`src/rtl/axi_lite_fetch_master.sv`:
```
// AXI4-Lite read-only fetch initiator: turns core fetch requests into single AR/R transactions.
// Only one transaction is outstanding at a time. A flushed fetch still completes on the bus, and its R beat is discarded.
module axi_lite_fetch_master #(
    parameter int         DATA_WIDTH = 32,
    parameter int         ADDR_WIDTH = 10,
    parameter logic [2:0] ARPROT     = 3'b100
) (
    input  logic                  axi_aclk,
    input  logic                  axi_aresetn,
    input  logic                  req_valid,
    output logic                  req_ready,
    input  logic [ADDR_WIDTH-1:0] req_addr,
    input  logic                  flush,
    output logic                  rsp_valid,
    input  logic                  rsp_ready,
    output logic [DATA_WIDTH-1:0] rsp_data,
    output logic                  rsp_err,
    output logic [ADDR_WIDTH-1:0] axi_araddr,
    output logic [2:0]            axi_arprot,
    output logic                  axi_arvalid,
    input  logic                  axi_arready,
    input  logic [DATA_WIDTH-1:0] axi_rdata,
    input  logic [1:0]            axi_rresp,
    input  logic                  axi_rvalid,
    output logic                  axi_rready
);

    typedef enum logic [1:0] {IDLE, ADDR, DATA, RESP} state_t;

    state_t                state, state_nxt;
    logic                  discard, discard_nxt;
    logic [ADDR_WIDTH-1:0] araddr_nxt;
    logic                  arvalid_nxt;
    logic                  rready_nxt;
    logic                  rsp_valid_nxt;
    logic [DATA_WIDTH-1:0] rsp_data_nxt;
    logic                  rsp_err_nxt;

    assign axi_arprot = ARPROT;
    assign req_ready  = (state == IDLE) || (state == RESP && rsp_ready && !flush);

    always_ff @(posedge axi_aclk or negedge axi_aresetn) begin
        if (!axi_aresetn) begin
            state       <= IDLE;
            discard     <= 1'b0;
            axi_araddr  <= '0;
            axi_arvalid <= 1'b0;
            axi_rready  <= 1'b0;
            rsp_valid   <= 1'b0;
            rsp_data    <= '0;
            rsp_err     <= 1'b0;
        end else begin
            state       <= state_nxt;
            discard     <= discard_nxt;
            axi_araddr  <= araddr_nxt;
            axi_arvalid <= arvalid_nxt;
            axi_rready  <= rready_nxt;
            rsp_valid   <= rsp_valid_nxt;
            rsp_data    <= rsp_data_nxt;
            rsp_err     <= rsp_err_nxt;
        end
    end

    // AXI forbids withdrawing arvalid, so a flush only marks the in-flight beat for discarding.
    always_comb begin
        state_nxt     = state;
        discard_nxt   = discard;
        araddr_nxt    = axi_araddr;
        arvalid_nxt   = axi_arvalid;
        rready_nxt    = axi_rready;
        rsp_valid_nxt = rsp_valid;
        rsp_data_nxt  = rsp_data;
        rsp_err_nxt   = rsp_err;

        case (state)
            IDLE: begin
                if (req_valid && !flush && !discard) begin
                    araddr_nxt  = req_addr;
                    arvalid_nxt = 1'b1;
                    state_nxt   = ADDR;
                end
            end
            ADDR: begin
                if (flush) begin
                    discard_nxt = 1'b1;
                end
                if (axi_arready) begin
                    arvalid_nxt = 1'b0;
                    rready_nxt  = 1'b1;
                    state_nxt   = DATA;
                end
            end
            DATA: begin
                if (axi_rvalid) begin
                    rready_nxt = 1'b0;
                    if (discard || flush) begin
                        discard_nxt = 1'b0;
                        state_nxt   = IDLE;
                    end else begin
                        rsp_data_nxt  = axi_rdata;
                        rsp_err_nxt   = (axi_rresp != 2'b00);
                        rsp_valid_nxt = 1'b1;
                        state_nxt     = RESP;
                    end
                end else if (flush) begin
                    discard_nxt = 1'b1;
                end
            end
            RESP: begin
                if (flush) begin
                    rsp_valid_nxt = 1'b0;
                    state_nxt     = IDLE;
                end else if (rsp_ready) begin
                    rsp_valid_nxt = 1'b0;
                    if (req_valid) begin
                        araddr_nxt  = req_addr;
                        arvalid_nxt = 1'b1;
                        state_nxt   = ADDR;
                    end else begin
                        state_nxt = IDLE;
                    end
                end
            end
            default: state_nxt = IDLE;
        endcase
    end

endmodule

```
`config.mk`:
```
export PLATFORM = sky130hd
export DESIGN_NAME = axi_lite_fetch_master
export DESIGN_NICKNAME = d
export VERILOG_FILES = /design/src/rtl/axi_lite_fetch_master.sv
export SDC_FILE = /design/constraint.sdc
export NUM_CORES = 1
export LEC_CHECK = 0
export ABC_AREA = 1
export CAP_MARGIN = 20
export CORE_MARGIN = 5
export CORE_UTILIZATION = 43
export DETAILED_ROUTE_END_ITERATION = 12
export PLACE_DENSITY = 0.86
export REMOVE_ABC_BUFFERS = 1
export SKIP_CTS_REPAIR_TIMING = 1
export SYNTH_ARGS = -nofsm -noshare
export SYNTH_HDL_FRONTEND = slang
export SYNTH_SLANG_ARGS = --single-unit
```
`constraint.sdc`:
```
create_clock -name axi_aclk -period 3.2 [get_ports axi_aclk]
set_input_delay 0.32 -clock axi_aclk [delete_from_list [all_inputs] [get_ports axi_aclk]]
set_output_delay 0.32 -clock axi_aclk [all_outputs]
set_load 0.02 [all_outputs]
```
# --- Yosys cells after proc, flatten, opt, wreduce, memory -nomap -nowiden ---
# Cells that the tools add are included.
op_classes:
  n_eq_ne: 12
  n_mux: 31
  bitwise: 1
  reduce_logical: 21
op_table:
  columns: ["cell", "count"]
  rows:
  - ["two-way mux 10 bit", 4]
  - ["case mux 10 bit (2 select lines)", 1]
  - ["two-way mux 1 bit", 15]
  - ["two-way mux 2 bit", 6]
  - ["!= test 2 bit, second input constant", 6]
  - ["case mux 2 bit (4 select lines)", 1]
  - ["AND reduction 4 bit", 2]
  - ["nonzero test 2 bit", 4]
  - ["!= test 3 bit, second input constant", 2]
  - ["case mux 1 bit (2 select lines)", 3]
  - ["AND reduction 3 bit", 2]
  - ["AND reduction 6 bit", 1]
  - ["AND reduction 5 bit", 1]
  - ["equality test 2 bit, second input constant", 2]
  - ["logical AND 1 bit", 4]
  - ["case mux 1 bit (3 select lines)", 1]
  - ["nonzero test 3 bit", 1]
  - ["equality test 2 x 1 -> 1 bit, second input constant", 1]
  - ["zero test 1 bit", 2]
  - ["zero test 2 bit", 1]
  - ["logical OR 1 bit", 2]
  - ["!= test 2 x 1 -> 1 bit, second input constant", 1]
  - ["AND reduction 2 bit", 1]
  - ["inverter 1 bit", 1]
word_totals:
  register_bits: 49
  input_bits: 51
  output_inout_bits: 50
  word_cells: 73

# --- Logic depth before layout (Yosys ltp) ---
# Gate-level depths: netlist (run 1).
depth:
  word_depth: 5
  mapped_depth: 9
  mapped_depth_nobuf: 8

# --- Worst setup path after synthesis (run 1) ---
# No wires, ideal clock.
synth_path:
  path_kind: "reg-to-output"
  start: "reg state[1]"
  end: "out req_ready"
  t_arrival_ns: 0.915
  required_ns: 2.880
  setup_slack_ns: 1.965
  stages_incl_launch_ff: 5
  path_buffers: 1
  cell_sequence: "dfrtp_1 -> nor2_1 -> inv_1 -> o21ai_2 -> buf_4"
synth_between:
  elab_chain_cells: 4
  elab_cells_between_ends: 5
  classes_between: "eq/ne (1); reduce/logical (4)"
synth_lines:
  columns: ["element", "line", "rtl"]
  rows:
  - ["start: declaration", "30", "state_t state, state_nxt;"]
  - ["start signal: assignment", "53", "state <= state_nxt;"]
  - ["equality test 2 bit", "40", "assign req_ready = (state == IDLE) || (state == RESP && rsp_ready && !flush);"]
  - ["logical AND 1 bit (2 in series)", "40", null]
  - ["logical OR 1 bit (*)", "40", null]
  - ["end: declaration", "11", "output logic req_ready,"]
# Every way passes the cells marked *; elsewhere a longest branch is shown, timed or not.

# --- Final worst setup path (run 1) ---
layout_path:
  start: "in flush"
  end: "out req_ready"
layout_between:
  elab_chain_cells: 3
layout_lines:
  columns: ["element", "line", "rtl"]
  rows:
  - ["start: declaration", "13", "input logic flush,"]
  - ["zero test 1 bit", "40", null]
  - ["logical AND 1 bit", "40", null]
  - ["logical OR 1 bit", "40", null]
# Every way passes these cells.

==> results of run 1 <==
## worst paths after layout
kind,startpoint,endpoint,slack [ns],depth (start not counted)
setup / recovery,flush,req_ready,0.80,5
hold / removal,axi_aresetn,axi_rready,0.45,2
setup reg to reg,discard,axi_araddr[2],1.20,6
hold reg to reg,axi_araddr[1],axi_araddr[1],0.47,2
max in group asynchronous,axi_aresetn,axi_araddr[0],2.25,3
min in group axi_aclk,axi_araddr[1],axi_araddr[1],0.47,2
## power by group through the flow
stage          Combinational, uW  Clock (uW)  Sequential [uW]
6_report                    1480         345             1070
3_5_place_dp                1490           0             1070
4_1_cts                     1490         358             1070
3_3_place_gp                1460           0             1070
5_1_grt                     1610         389             1110
2_1_floorplan                431           0             1390
## Yosys cell counts (all sizes together)
library cell,instances
buf,12
inv,10
o21bai,1
o21ai,8
conb,2
o22ai,1
a21oi,4
nand3,13
nor2,10
dfrtp,49
nand2,139
## routing by layer
layer / global-route usage / up-vias
met5: 0 / -
met4: 0.0515 / 0
met3: 0.0655 / 8
met2: 0.278 / 94
met1: 0.200 / 863
li1: - / 940
## per-stage QoR
step / hold slack, ns / area, um^2 / worst slack, ns / std cells
2_1_floorplan: 0.0244 / 1990 / 1.58 / 238
3_3_place_gp: 0.454 / 3040 / 0.881 / 402
3_5_place_dp: 0.458 / 3040 / 0.817 / 402
4_1_cts: 0.256 / 3120 / 0.806 / 410
5_1_grt: 0.460 / 3150 / 0.692 / 412
6_report: 0.450 / 3150 / 0.805 / 412
## kinds of logic after synthesis
logic type,synth area share
other,0.00360
DFF,0.587
AOI/OAI and AO/OA,0.0372
and+or+nand+nor,0.307
buffers and inverters,0.0647
## cells in the final DEF (no fill, tap or decap)
| master | n |
|---|---|
| a21oi_1 | 4 |
| buf_12 | 1 |
| buf_2 | 1 |
| clkbuf_1 | 3 |
| clkbuf_8 | 5 |
| clkdlybuf4s50_1 | 96 |
| conb_1 | 3 |
| dfrtp_1 | 49 |
| dlygate4sd3_1 | 1 |
| inv_1 | 7 |
| inv_2 | 3 |
| nand2_1 | 138 |
| nand2_2 | 1 |
| nand3_1 | 12 |
| nand3_4 | 1 |
| nor2_1 | 9 |
| nor2_2 | 1 |
| o21ai_0 | 7 |
| o21ai_2 | 1 |
| o21bai_1 | 1 |
| o22ai_1 | 1 |
## cell type report
type                    instances  area [um^2]
flip-flops and latches         49         1230
multi-input cells             179          731
inverters                      10         37.5
well taps                      67         83.8
repair buffers                 99          996
fillers                       382         1570
clock buffers                   8         80.1
## registers in the layout, summed over array words and instances (netlist names)
name / flops
axi_arvalid: 1
axi_rready: 1
axi_araddr: 10
state: 2
discard: 1
rsp_err: 1
rsp_data: 32
rsp_valid: 1
## worst max-delay path, stage by stage
cell and delay (ns):
clkdlybuf4s50_1 0.47, inv_1 0.12, nand2_1 0.08, o21ai_2 0.39, clkdlybuf4s50_1 0.70
==> reports/metrics.cfg, run 1 <==
[route]
wl_um = 5280
vias = 1905
wire_per_inst_um = 12.8
met3_length_um = 556
drt-met1-wl_um = 2210
drt-pass1-iter-count = 4
via_per_inst = 4.62
route.detailed.drc = 0
ant_nets = 0
topRoutingLayerUsed = met4
first_iter_violations = 92
dr_wl_met2_um = 2450

[placement]
finalWeightedCongestion = 0.845
port_buffers = 97
dp_hpwl_um = 3710

[power]
p_sw_frac = 0.399
power.internal_uw = 1740
pwr-share-comb = 0.511
pwr-share-seq = 0.370
power.density_nw_per_um2 = 919
p_total_uw = 2900
vdd_ir_drop_max_v = 0.000486
pwr-share-clk = 0.119
leakagePower_uw = 0.00157
switchingPower_uw = 1160

[global_routing]
antenna_found_initial = 0
grt_overflow_total = 0
grt_pass1_vias = 1860
grt_pass1_wl_um = 8360
gr-usage-all-layers = 0.168
grt_start_max_net_pins = 50

[timing]
hold_viol = 0
slew_violations = 0
min_period_over_period = 0.748
rsz0062_at_grt = no
worstMarginPinSlew_ns = 0.626
fmax_mhz = 418
maxSlewHeadroom = 0.581
skew_ns = 0.00669
fin_crit_ns = 2.40
finalSetupTns_ns = 0
setup_viol = 0

[die]
die_w_um = 79.7
initial_core_util = 0.442
num_io_pins = 101
fp.dieH_um = 79.7
die_area_um2 = 6350
rows = 25
coreArea_um2 = 4720

[logic_synthesis]
yosys.area.top_type = dfrtp_1
avgSynthCellArea_um2 = 8.39
synth_seq_cells = 49
syn_area_um2 = 2090
yosysSeqAreaShare = 0.587
synth_top_area_share = 0.587
synth_cells = 249
synth_area_leaders = dfrtp_1, nand2_1, nand3_1
ys_types = 18
ys_warn_count = 0

[clocking]
h-tree-depth = 2
cts.sinks = 49
clk_latency_ns = 0.29
cts_buffers = 5
tritoncts = built
path_clk_slew_ns = 0.09
ctsLongestPathBuffers = 2
cts-root-buf = clkbuf_8

[setup_path]
worstPathArrival_ns = 2.08
end_kind = output port
required_ns = 2.88
path_class = input port to output port
worstPathMaxFanout = 12
startpoint_type = input port

[job]
cap_violations = 0

[layout]
utilization = 0.668
antenna_cells = 0
fin_nets = 395
drive_gt1_frac = 0.0406
syn2layout_area_growth_pct = 51.0

[run_status]
status = complete, no violations

[min_path]
hold_path.class = input port to async pin

Note: power is estimated with default switching activity, not from simulation.
==> inputs of run 2 (changes only) <==
CORE_UTILIZATION = 40   (was 43)
PLACE_DENSITY = 0.81   (was 0.86)
clock period = 2.4 ns   (was 3.2 ns; I/O delays follow)
==> reports/metrics.cfg, run 2 (synthesis gave the netlist of run 1 again) <==
[timing]
fin_crit_ns = 1.99
slew_violations = 0
fmax_mhz = 503
maxSlewHeadroom = 0.480
worstMarginPinSlew_ns = 0.780
setup_viol = 0
skew_ns = 0.00310
rsz0062_at_grt = no
min_period_over_period = 0.828
finalSetupTns_ns = 0
hold_viol = 0

[route]
vias = 1881
via_per_inst = 4.51
ant_nets = 0
drt-pass1-iter-count = 4
wl_um = 5220
route.detailed.drc = 0
wire_per_inst_um = 12.5
first_iter_violations = 75

[layout]
syn2layout_area_growth_pct = 51.5
utilization = 0.624
largest_reg_flops = 32
nFillCells = 465
multi_input_area_um2 = 731
biggestRegsByFlops = rsp_data: 32 flops, axi_araddr: 10 flops, state: 2 flops
layout_common_cells = nand2_1, clkdlybuf4s50_1, dfrtp_1
antenna_cells = 0
seqCellArea_um2 = 1230
drive_gt1_frac = 0.0576
final_common_cell = nand2_1
final_area_um2 = 3160
top_register = rsp_data
fin_nets = 397

[power]
switchingPower_uw = 1560
power.density_nw_per_um2 = 1230
pwr-share-seq = 0.366
pwr-share-clk = 0.118
leakagePower_uw = 0.00158
power.internal_uw = 2340
vdd_ir_drop_max_v = 0.000591
p_sw_frac = 0.401
pwr-share-comb = 0.516

[clocking]
cts-root-buf = clkbuf_8
tritoncts = built
cts_buffers = 5
h-tree-depth = 2
path_clk_slew_ns = 0.08
ctsLongestPathBuffers = 2
clk_latency_ns = 0.29
cts.sinks = 49

[placement]
finalWeightedCongestion = 0.861
dp_hpwl_um = 3940
port_buffers = 97
place_area_um2 = 3080

[die]
coreArea_um2 = 5070
fp.dieH_um = 82.3
rows = 26
initial_core_util = 0.411
die_area_um2 = 6770
die_w_um = 82.3
num_io_pins = 101

[global_routing]
gr-usage-all-layers = 0.162
grt_start_max_net_pins = 37
grt_overflow_total = 0
antenna_found_initial = 0
grt_pass1_vias = 1878
grt_pass1_wl_um = 8400

[setup_path]
slowest_stage = clkdlybuf4s50_1
startpoint_type = flop
critPathMaxStageDelay_ns = 0.62
required_ns = 2.16
worstPathMaxFanout = 7
path_class = flop to output port
path_cells = nor2_1 > inv_1 > o21ai_2 > clkdlybuf4s50_1
reg2reg_from = state[0]
end_kind = output port
worstPathArrival_ns = 1.75
crit_start = state[0]

[min_path]
hold_path.class = input port to async pin

[run_status]
status = complete, no violations

[job]
cap_violations = 0

==> run 2: per-layer routing <==
| metal | up-vias | part of all wire | global-route usage |
|---|---|---|---|
| met2 | 70 | 0.49 | 0.273 |
| li1 | 946 | - | - |
| met5 | - | 0 | 0 |
| met1 | 856 | 0.39 | 0.190 |
| met3 | 9 | 0.10 | 0.0597 |
| met4 | 0 | 0.015 | 0.0581 |
==> run 2: path summary, 6_finish.rpt <==
kind,endpoint,slack [ns],cells after the start
worst max-delay path,req_ready,0.41,4
worst min-delay path,axi_rready,0.02,1
worst max register to register,axi_araddr[3],0.84,7
worst min register to register,axi_araddr[4],0.47,2
max in group asynchronous,axi_araddr[9],1.69,2
min in group axi_aclk,rsp_data[4],0.47,3
==> run 2: worst max-delay path: cells and delay by family (launching register included) <==
kind                   cells  cell delay, ns
DFF                        1            0.47
and+or+nand+nor            1            0.19
buffers and inverters      2            0.72
AOI/OAI and AO/OA          1            0.08
==> run 2: stage by stage <==
stage                     worst slack [ns]  cells  hold WS [ns]  total power, uW
final                                0.413    417        0.0156             3900
after global routing                 0.281    417        0.0841             4190
after CTS                            0.404    417        0.0422             3960
after detailed placement             0.465    409         0.374             3470
after global placement               0.521    409         0.373             3410
after floorplan                      0.785    238       -0.0556             2430
==> run 2: final cells by class <==
cell class | count | area share
inverter | 10 | 0.0119
timing repair buffer | 101 | 0.315
sequential | 49 | 0.388
clock buffer | 5 | 0.0217
clock inverter | 3 | 0.00554
multi-input combinational | 179 | 0.231
tap | 70 | 0.0277
==> run 2: power groups by stage <==
stage | clock network, uW | logic (uW) | registers (uW)
6_report | 461 | 2010 | 1430
5_1_grt | 524 | 2190 | 1480
4_1_cts | 488 | 2050 | 1430
3_5_place_dp | 0 | 2040 | 1430
3_3_place_gp | 0 | 1980 | 1430
2_1_floorplan | 0 | 574 | 1850
